[config.mk]
export PLATFORM = sky130hd
export DESIGN_NAME = controller_sequencer
export DESIGN_NICKNAME = d
export VERILOG_FILES = /design/src/rtl/sap1_pkg.sv /design/src/rtl/ring_counter.sv /design/src/rtl/controller_sequencer.sv
export SDC_FILE = /design/constraint.sdc
export NUM_CORES = 1
export LEC_CHECK = 0
export BUFFER_PORTS_ARGS = -buffer_cell sky130_fd_sc_hd__buf_4
export CAP_MARGIN = 20
export CELL_PAD_IN_SITES_DETAIL_PLACEMENT = 2
export CELL_PAD_IN_SITES_GLOBAL_PLACEMENT = 2
export CORE_UTILIZATION = 22
export CTS_CLUSTER_SIZE = 16
export DETAILED_ROUTE_END_ITERATION = 16
export GPL_ROUTABILITY_DRIVEN = 0
export PLACE_DENSITY_LB_ADDON = 0.1
export SETUP_SLACK_MARGIN = 0.05
export SYNTH_ARGS = -nofsm -noshare
export SYNTH_HDL_FRONTEND = slang
export SYNTH_SLANG_ARGS = --single-unit
[constraint.sdc]
create_clock -name clk -period 1.32 [get_ports clk]
set_input_delay 0 -clock clk [delete_from_list [all_inputs] [get_ports clk]]
set_output_delay 0 -clock clk [all_outputs]
set_load 0.01 [all_outputs]
[src/rtl/sap1_pkg.sv]
// sap1_pkg: shared opcodes, one-hot T-states and control-word bit positions for the SAP-1 controller.
package sap1_pkg;
  localparam int OPCODE_WIDTH = 4;
  localparam int NUM_T_STATES = 6;
  typedef logic [OPCODE_WIDTH-1:0] opcode_t;
  typedef logic [NUM_T_STATES-1:0] tstate_t;
  localparam opcode_t OP_LDA = 4'b0000;
  localparam opcode_t OP_ADD = 4'b0001;
  localparam opcode_t OP_SUB = 4'b0010;
  localparam opcode_t OP_OUT = 4'b1110;
  localparam opcode_t OP_HLT = 4'b1111;
  localparam tstate_t T1 = 6'b000001;
  localparam tstate_t T2 = 6'b000010;
  localparam tstate_t T3 = 6'b000100;
  localparam tstate_t T4 = 6'b001000;
  localparam tstate_t T5 = 6'b010000;
  localparam tstate_t T6 = 6'b100000;
  localparam int CW_WIDTH = 12;
  localparam int CW_CP = 11;
  localparam int CW_EP = 10;
  localparam int CW_LM = 9;
  localparam int CW_CE = 8;
  localparam int CW_LI = 7;
  localparam int CW_EI = 6;
  localparam int CW_LA = 5;
  localparam int CW_EA = 4;
  localparam int CW_SU = 3;
  localparam int CW_EU = 2;
  localparam int CW_LB = 1;
  localparam int CW_LO = 0;
endpackage

[src/rtl/ring_counter.sv]
// ring_counter: one-hot T-state rotator that resets to T1 and freezes while hold is high.
module ring_counter
  import sap1_pkg::*;
(
  input  logic    clk,
  input  logic    reset,
  input  logic    hold,
  output tstate_t state
);
  always_ff @(posedge clk) begin
    if (reset) state <= T1;
    else if (!hold) state <= {state[NUM_T_STATES-2:0], state[NUM_T_STATES-1]};
  end
endmodule

[src/rtl/controller_sequencer.sv]
// controller_sequencer: SAP-1 control unit; ring counter plus opcode decoder issuing one control word per cycle.
module controller_sequencer
  import sap1_pkg::*;
(
  input  logic    clk,
  input  logic    reset,
  input  opcode_t opcode,
  output tstate_t t_state,
  output logic    cp,
  output logic    ep,
  output logic    lm,
  output logic    ce,
  output logic    li,
  output logic    ei,
  output logic    la,
  output logic    ea,
  output logic    su,
  output logic    eu,
  output logic    lb,
  output logic    lo,
  output logic    hlt
);
  logic halted, halted_next, hlt_now, run;
  logic t1, t2, t3, t4, t5, t6;
  logic is_lda, is_add, is_sub, is_out, is_hlt, mem_op, alu_op;
  assign {t6, t5, t4, t3, t2, t1} = t_state;
  // Opcode compares are always ANDed with a T4..T6 bit, so X opcodes in fetch stay masked.
  assign is_lda = opcode == OP_LDA;
  assign is_add = opcode == OP_ADD;
  assign is_sub = opcode == OP_SUB;
  assign is_out = opcode == OP_OUT;
  assign is_hlt = opcode == OP_HLT;
  assign mem_op = is_lda | is_add | is_sub;
  assign alu_op = is_add | is_sub;
  assign hlt_now = t4 & is_hlt;
  ring_counter u_ring (
    .clk  (clk),
    .reset(reset),
    .hold (halted_next),
    .state(t_state)
  );
  always_ff @(posedge clk) begin
    if (reset) halted <= 1'b0;
    else halted <= halted_next;
  end
  always_comb begin
    halted_next = halted | hlt_now;
  end
  always_comb begin
    run = !reset && !halted;
    ep  = run & t1;
    lm  = run & (t1 | (t4 & mem_op));
    cp  = run & t2;
    ce  = run & (t3 | (t5 & mem_op));
    li  = run & t3;
    ei  = run & t4 & mem_op;
    la  = run & ((t5 & is_lda) | (t6 & alu_op));
    ea  = run & t4 & is_out;
    lo  = run & t4 & is_out;
    lb  = run & t5 & alu_op;
    eu  = run & t6 & alu_op;
    su  = run & t6 & is_sub;
    hlt = !reset & (halted | hlt_now);
  end
  a_bus_exclusive: assert property (@(posedge clk) $onehot0({ep, ce, ei, ea, eu}));
  a_su_needs_eu: assert property (@(posedge clk) !su || eu);
endmodule

==> flow_metrics.tcl, run 1 <==
set metrics [dict create \
    core_mm2 0.00202 \
    worstMarginPinSlew_ns 0.397 \
    fin_area_um2 771 \
    ioPinCount 25 \
    avgSynthCellArea_um2 7.66 \
    setup_viol 4 \
    period_share_pct 105 \
    viasPerCell 5.25 \
    avgRoutedWirePerCell_um 15.6 \
    ir_drop_mv 0.612 \
    skew_ns 0.00225 \
    p_switching_w 0.000222 \
    ys_types 30 \
    failed_checks "setup timing" \
    first_pass_iters 2 \
    worstPathRequired_ns 1.32 \
    startpoint_type "register" \
    grt-ovfl-total 0 \
    nNetsFinal 100 \
    multiInputGateArea_um2 323 \
    relSlewSlack_pct 73.4 \
    report.final.hold_viol_count 0 \
    fmax_ghz 0.725 \
    power_frac_comb_pct 31.0 \
    rsz0062_at_grt "yes" \
    grt_pass1_wl_um 3000 \
    ant_nets 0 \
    drt_wl_total_um 1870 \
    clk_pin_slew_ns 0.05 \
    p_leak_nw 0.329 \
    clockPowerShare_pct 31.0 \
    powerDensity_mw_per_mm2 868 \
    grtUsageTotal_pct 16.9 \
    p_total_w 0.000669 \
    dieArea_mm2 0.00242 \
    die_x_um 49.2 \
    yosys_warnings 0 \
    drc 0 \
    area_delta_synth_final_pct 57.1 \
    cts_tree "yes" \
    grt_pass1_vias 601 \
    arrival_ns 1.38 \
    clock_latency_ns 0.26 \
    hold_class "in2reg" \
    postPlaceCellArea_um2 708 \
    cts_made_buffers 3 \
    crit_path_end_kind "output pin" \
    htree_levels 1 \
    fill_cells 246 \
    drv_slew 0 \
    die_y_um 49.2 \
    critPathMaxFanout 4 \
    rows 16 \
    synth_seq_cells 7 \
    intPower_w 0.000447 \
    switching_share_pct 33.2 \
    cts-root-buf "clkbuf_4" \
    clk_path_buf_depth 2 \
    initialDrtViolationCount 6 \
    dp_hpwl_um 1330 \
    antenna_found_initial 0 \
    grt_max_degree 14 \
    status "complete, but fails checks" \
    syn_area_um2 490 \
    vias 630 \
    final_layout_size_suffix_gt1_share_pct 44.1 \
    p_seq_share_pct 38.0 \
    utilization_pct 38.1 \
    cts.sinks 7 \
    initial_core_util_pct 24.3 \
    tns_ns -0.179 \
    period_needed_ns 1.38 \
    ctsHoldBuffers 0 \
    ys_seq_area_share_pct 28.6 \
    seq_area_um2 140 \
    synth_cells 64 \
    drv_cap 0 \
    portBuffers 24 \
    critPathKind "reg2out" \
    dp_slack_ns 0.162 \
    synth_nets 70 \
    antenna-diode-count 0 \
    setup_slack_ns -0.0600 \
]
[cells by family (layout without fill, tap and decap cells)]
logic type | after synthesis | count (layout) | synth area share [%]
flops | 7 | 7 | 28.6
buf+inv | 10 | 39 | 10.2
simple gates | 31 | 31 | 36.0
xor+xnor | 1 | 1 | 1.79
compound gates | 15 | 15 | 23.5
[metrics by stage]
stage / hold slack [ns] / instances
floorplan: 0.132 / 64
global placement: 0.298 / 114
detailed placement: 0.295 / 114
CTS: 0.0259 / 119
global route: 0.0398 / 120
finish: 0.0279 / 120
[cells in the mapped netlist (all sizes together)]
library cell | instances | area (um2)
and4 | 1 | 8.76
clkbuf | 2 | 7.51
or3 | 1 | 11.3
o211ai | 2 | 15.0
dfxtp | 7 | 140
and4b | 1 | 10.0
nand4b | 1 | 8.76
or2 | 1 | 6.26
a21oi | 4 | 23.8
nor3 | 2 | 10.0
inv | 5 | 18.8
o32ai | 1 | 8.76
nor4b | 2 | 17.5
and3 | 1 | 6.26
nand4 | 2 | 12.5
nor3b | 3 | 22.5
nor2 | 8 | 32.5
nand2 | 8 | 30.0
buf | 3 | 23.8
o32a | 1 | 10.0
xor2 | 1 | 8.76
a31oi | 2 | 12.5
a211oi | 1 | 7.51
o221a | 1 | 11.3
o311ai | 3 | 26.3
[registers in the layout, summed over array words and instances (netlist names)]
name,flops
u_ring.state,6
halted,1
[timing repair]
item                       4_1_cts  5_1_grt
resized for setup                4        1
pin swaps                        3        1
setup buffers                    1        1
setup endpoints to repair        7        8
[cells in the final DEF, fill, tap and decap left out, types with 2 or more instances in the layout]
| cell | synthesis | layout |
|---|---|---|
| a21oi_1 | 3 | 2 |
| a21oi_2 | 1 | 2 |
| a31oi_1 | 2 | 2 |
| buf_4 | 1 | 29 |
| clkbuf_4 | 0 | 3 |
| dfxtp_1 | 7 | 7 |
| inv_1 | 4 | 4 |
| nand2_1 | 8 | 8 |
| nand4_1 | 2 | 2 |
| nor2_1 | 7 | 7 |
| nor3b_1 | 3 | 2 |
| nor4b_1 | 2 | 2 |
| o211ai_1 | 2 | 2 |
| o311ai_1 | 3 | 3 |
[critical path, stage by stage, from the launching register on]
cell and delay, ns:
dfxtp_1 0.31, or2_4 0.24, or3_4 0.34, a21oi_2 0.11, buf_4 0.12
[layer usage]
metal,up-vias,global-route usage [%],routed length [um]
met5,-,0,0
met4,0,11.8,56
met3,4,2.18,54
met2,12,27.4,909
met1,317,20.3,847
li1,297,-,-
[final timing paths]
path	startpoint	end	slack, ns	cells after the start
setup / recovery	halted	la	-0.06	4
hold / removal	reset	halted	0.03	2
setup reg to reg	halted	u_ring.state[1]	0.05	5
hold reg to reg	u_ring.state[1]	u_ring.state[1]	0.53	2
[power by group through the flow]
| stage | registers [W] | logic [W] | clock network [W] |
|---|---|---|---|
| finish | 0.000254 | 0.000207 | 0.000207 |
| global route | 0.000257 | 0.000225 | 0.000222 |
| CTS | 0.000254 | 0.000205 | 0.000214 |
| detailed placement | 0.000259 | 0.000197 | 0 |
| global placement | 0.000258 | 0.000194 | 0 |
| floorplan | 0.000261 | 0.0000909 | 0 |
[final cells by class]
cell class	count	area share (%)
Multi-Input combinational cell	47	41.9
Timing Repair Buffer	30	29.7
Sequential cell	7	18.2
Tap cell	27	4.38
Clock buffer	4	3.41
Inverter	5	2.44
Note: power is estimated with default switching activity, not from simulation.
==> run 2, diff against run 1 <==
- CORE_UTILIZATION: 22 -> 21
- SYNTH_HIERARCHICAL: unset -> 1
==> run 2 against run 1 <==
Core utilization increased by 1.4 points. Register-to-register slack improved by 0.06 ns. Critical path depth unchanged. Highest routed layer unchanged. Critical path type unchanged. Synthesized area decreased by 16%. The run now ends clean. Combinational power decreased by 58%. Non-clock buffer count unchanged. Cell count decreased by 14%. Wire length decreased by 28%. First-iteration DRC count decreased by 100%.
==> flow_metrics.tcl, run 2 <==
set metrics [dict create \
    status "finished clean" \
    nNetsFinal 85 \
    report.final.hold_viol_count 0 \
    intPower_w 0.000380 \
    switching_share_pct 26.2 \
    critPathMaxFanout 5 \
    cts.sinks 7 \
    synth_common_cells "9 x nor2_1, 7 x dfxtp_1, 6 x mux2i_1" \
    cp-startpoint "halted" \
    setup_slack_ns 0.0766 \
    stdcell_count 103 \
    avgRoutedWirePerCell_um 13.0 \
    synth_area_leaders "dfxtp_1 34%, mux2i_1 15%, nor2_1 8.2%" \
    ff2ff_setup_slack_ns 0.11 \
    p_switching_w 0.000135 \
    viasPerCell 4.37 \
    skew_ns 0.00330 \
    crit_path_end_kind "output pin" \
    htree_levels 1 \
    p_seq_share_pct 43.9 \
    first_pass_iters 1 \
    reg2reg_depth 6 \
    startpoint_type "register" \
    initial_core_util_pct 23.0 \
    yosysMostFrequentCell "nor2_1" \
    path_cells "nor4_4 -> and3_1 -> or2_1 -> buf_4" \
    final_common_cell "buf_4" \
    ioPinCount 25 \
    grt_pass1_vias 435 \
    reg_top3 "u_ring/state (6), halted (1)" \
    ctsHoldBuffers 0 \
    dp.cells 95 \
    avgSynthCellArea_um2 8.92 \
    antenna-diode-count 0 \
    worstMarginPinSlew_ns 0.290 \
    synth_seq_cells 7 \
    hold_class "in2reg" \
    yosys_warnings 6 \
    final_layout_size_suffix_gt1_share_pct 53.8 \
    ys_types 21 \
    portBuffers 24 \
    p_leak_nw 0.324 \
    dp_hpwl_um 1020 \
    endpoint "lm" \
    drc 0 \
    synth_largest_area_cell "dfxtp_1" \
    initialDrtViolationCount 0 \
    slowest_stage "dfxtp_2" \
    synth_edf_count 0 \
    syn_area_um2 410 \
    clk_pin_slew_ns 0.06 \
    vias 450 \
    area_delta_synth_final_pct 71.6 \
    powerDensity_mw_per_mm2 731 \
    antenna_found_initial 0 \
    arrival_ns 1.24 \
    synthArstFlopShare_pct 0 \
    cts_made_buffers 3 \
    drv_slew 0 \
    top_register "u_ring/state" \
    critPathBufInv 1 \
    ys_seq_area_share_pct 34.1 \
    clk_path_buf_depth 2 \
    critPathKind "reg2out" \
    dp_slack_ns 0.142 \
    die_x_um 46.2 \
    period_needed_ns 1.24 \
    largest_reg_flops 6 \
    path_depth 4 \
    synth-main-ff-cell "dfxtp_1" \
    synth_cells 46 \
    rows 15 \
    fill_cells 208 \
    setup_viol 0 \
    fmax_ghz 0.804 \
    slowest_delay_ns 0.35 \
    cts_tree "yes" \
    drt_wl_total_um 1340 \
    grt_pass1_wl_um 1980 \
    drv_cap 0 \
    reg2reg_from "u_ring/state[3]" \
    clock_latency_ns 0.26 \
    clockPowerShare_pct 39.1 \
    rsz0062_at_grt "yes" \
    dieArea_mm2 0.00213 \
    ir_drop_mv 0.379 \
    cts-root-buf "clkbuf_4" \
    utilization_pct 39.5 \
    grtUsageTotal_pct 13.3 \
    ant_nets 0 \
    grt-ovfl-total 0 \
    period_share_pct 94.2 \
    yosysTopAreaCellShare_pct 34.1 \
    power_frac_comb_pct 17.0 \
    core_mm2 0.00178 \
    die_y_um 46.2 \
    relSlewSlack_pct 80.5 \
    synth_nets 52 \
    worstPathRequired_ns 1.32 \
    grt_max_degree 12 \
    cp_top_family "simple AND/OR/NAND/NOR gates" \
    final_cell_mix "27 x buf_4, 8 x nor2_1, 6 x mux2i_1" \
    r2r_end "u_ring/state[0]" \
]
## run 2: cell types whose count changed after synthesis, moves of 4 or more
| cell | delta |
|---|---|
| mux2i_1 | +6 |
| nand2_1 | -5 |
| and2_1 | +4 |
| inv_1 | -4 |
## run 2: layout make-up
cell class / instances / area, um2 / area share (%)
multi-input combinational: 37 / 265 / 37.7
timing repair buffer: 30 / 236 / 33.6
sequential: 7 / 145 / 20.6
tap: 25 / 31.3 / 4.44
clock buffer: 4 / 26.3 / 3.73
## run 2: worst min-delay path by stage
stage / from / endpoint / slack [ns] / cells after the start
detailed placement: reset / u_ring/state[5] / 0.28 / 2
finish: reset / u_ring/state[5] / 0.01 / 2
global placement: reset / u_ring/state[3] / 0.28 / 2
CTS: reset / u_ring/state[5] / 0.01 / 2
floorplan: reset / ea / 0.06 / 1
global route: reset / u_ring/state[4] / 0.01 / 2
## run 2: routing by layer
| layer | global-route usage (%) | vias up | share of wire [%] |
|---|---|---|---|
| met5 | 0 | - | 0 |
| met4 | 8.82 | 0 | 2.7 |
| met3 | 1.57 | 4 | 8.4 |
| met2 | 20.6 | 24 | 43 |
| met1 | 17.1 | 203 | 46 |
| li1 | - | 219 | - |
## run 2: kinds of logic (layout without fill, tap and decap cells)
family,count (synthesis),count (layout),synth area share (%)
mux,6,6,14.6
xor+xnor,1,1,2.13
buf+inv,2,34,4.57
simple gates,26,26,37.2
flops,7,7,34.1
compound gates,4,4,7.32
## run 2: what timing repair did
item,CTS,global route
buffers inserted,4,0
endpoints found under the setup margin,9,13
cloned,0,0
pin swaps,1,2
resized for setup,2,8
## run 2: power groups by stage
| stage | logic, W | clock network, W | registers (W) |
|---|---|---|---|
| finish | 0.0000873 | 0.000201 | 0.000226 |
| global route | 0.0000943 | 0.000217 | 0.000227 |
| CTS | 0.0000869 | 0.000211 | 0.000226 |
| detailed placement | 0.0000841 | 0 | 0.000230 |
| global placement | 0.0000834 | 0 | 0.000230 |
| floorplan | 0.0000303 | 0 | 0.000232 |
## run 2: per-stage QoR
step	TNS [ns]	power (W)	hold WS, ns	cell area (um2)
final	0	0.000515	0.0122	704
after global routing	-0.0197	0.000538	0.0131	704
after CTS	0	0.000524	0.0105	682
after detailed placement	0	0.000314	0.283	618
after global placement	0	0.000313	0.284	618
after floorplan	0	0.000262	0.0622	410
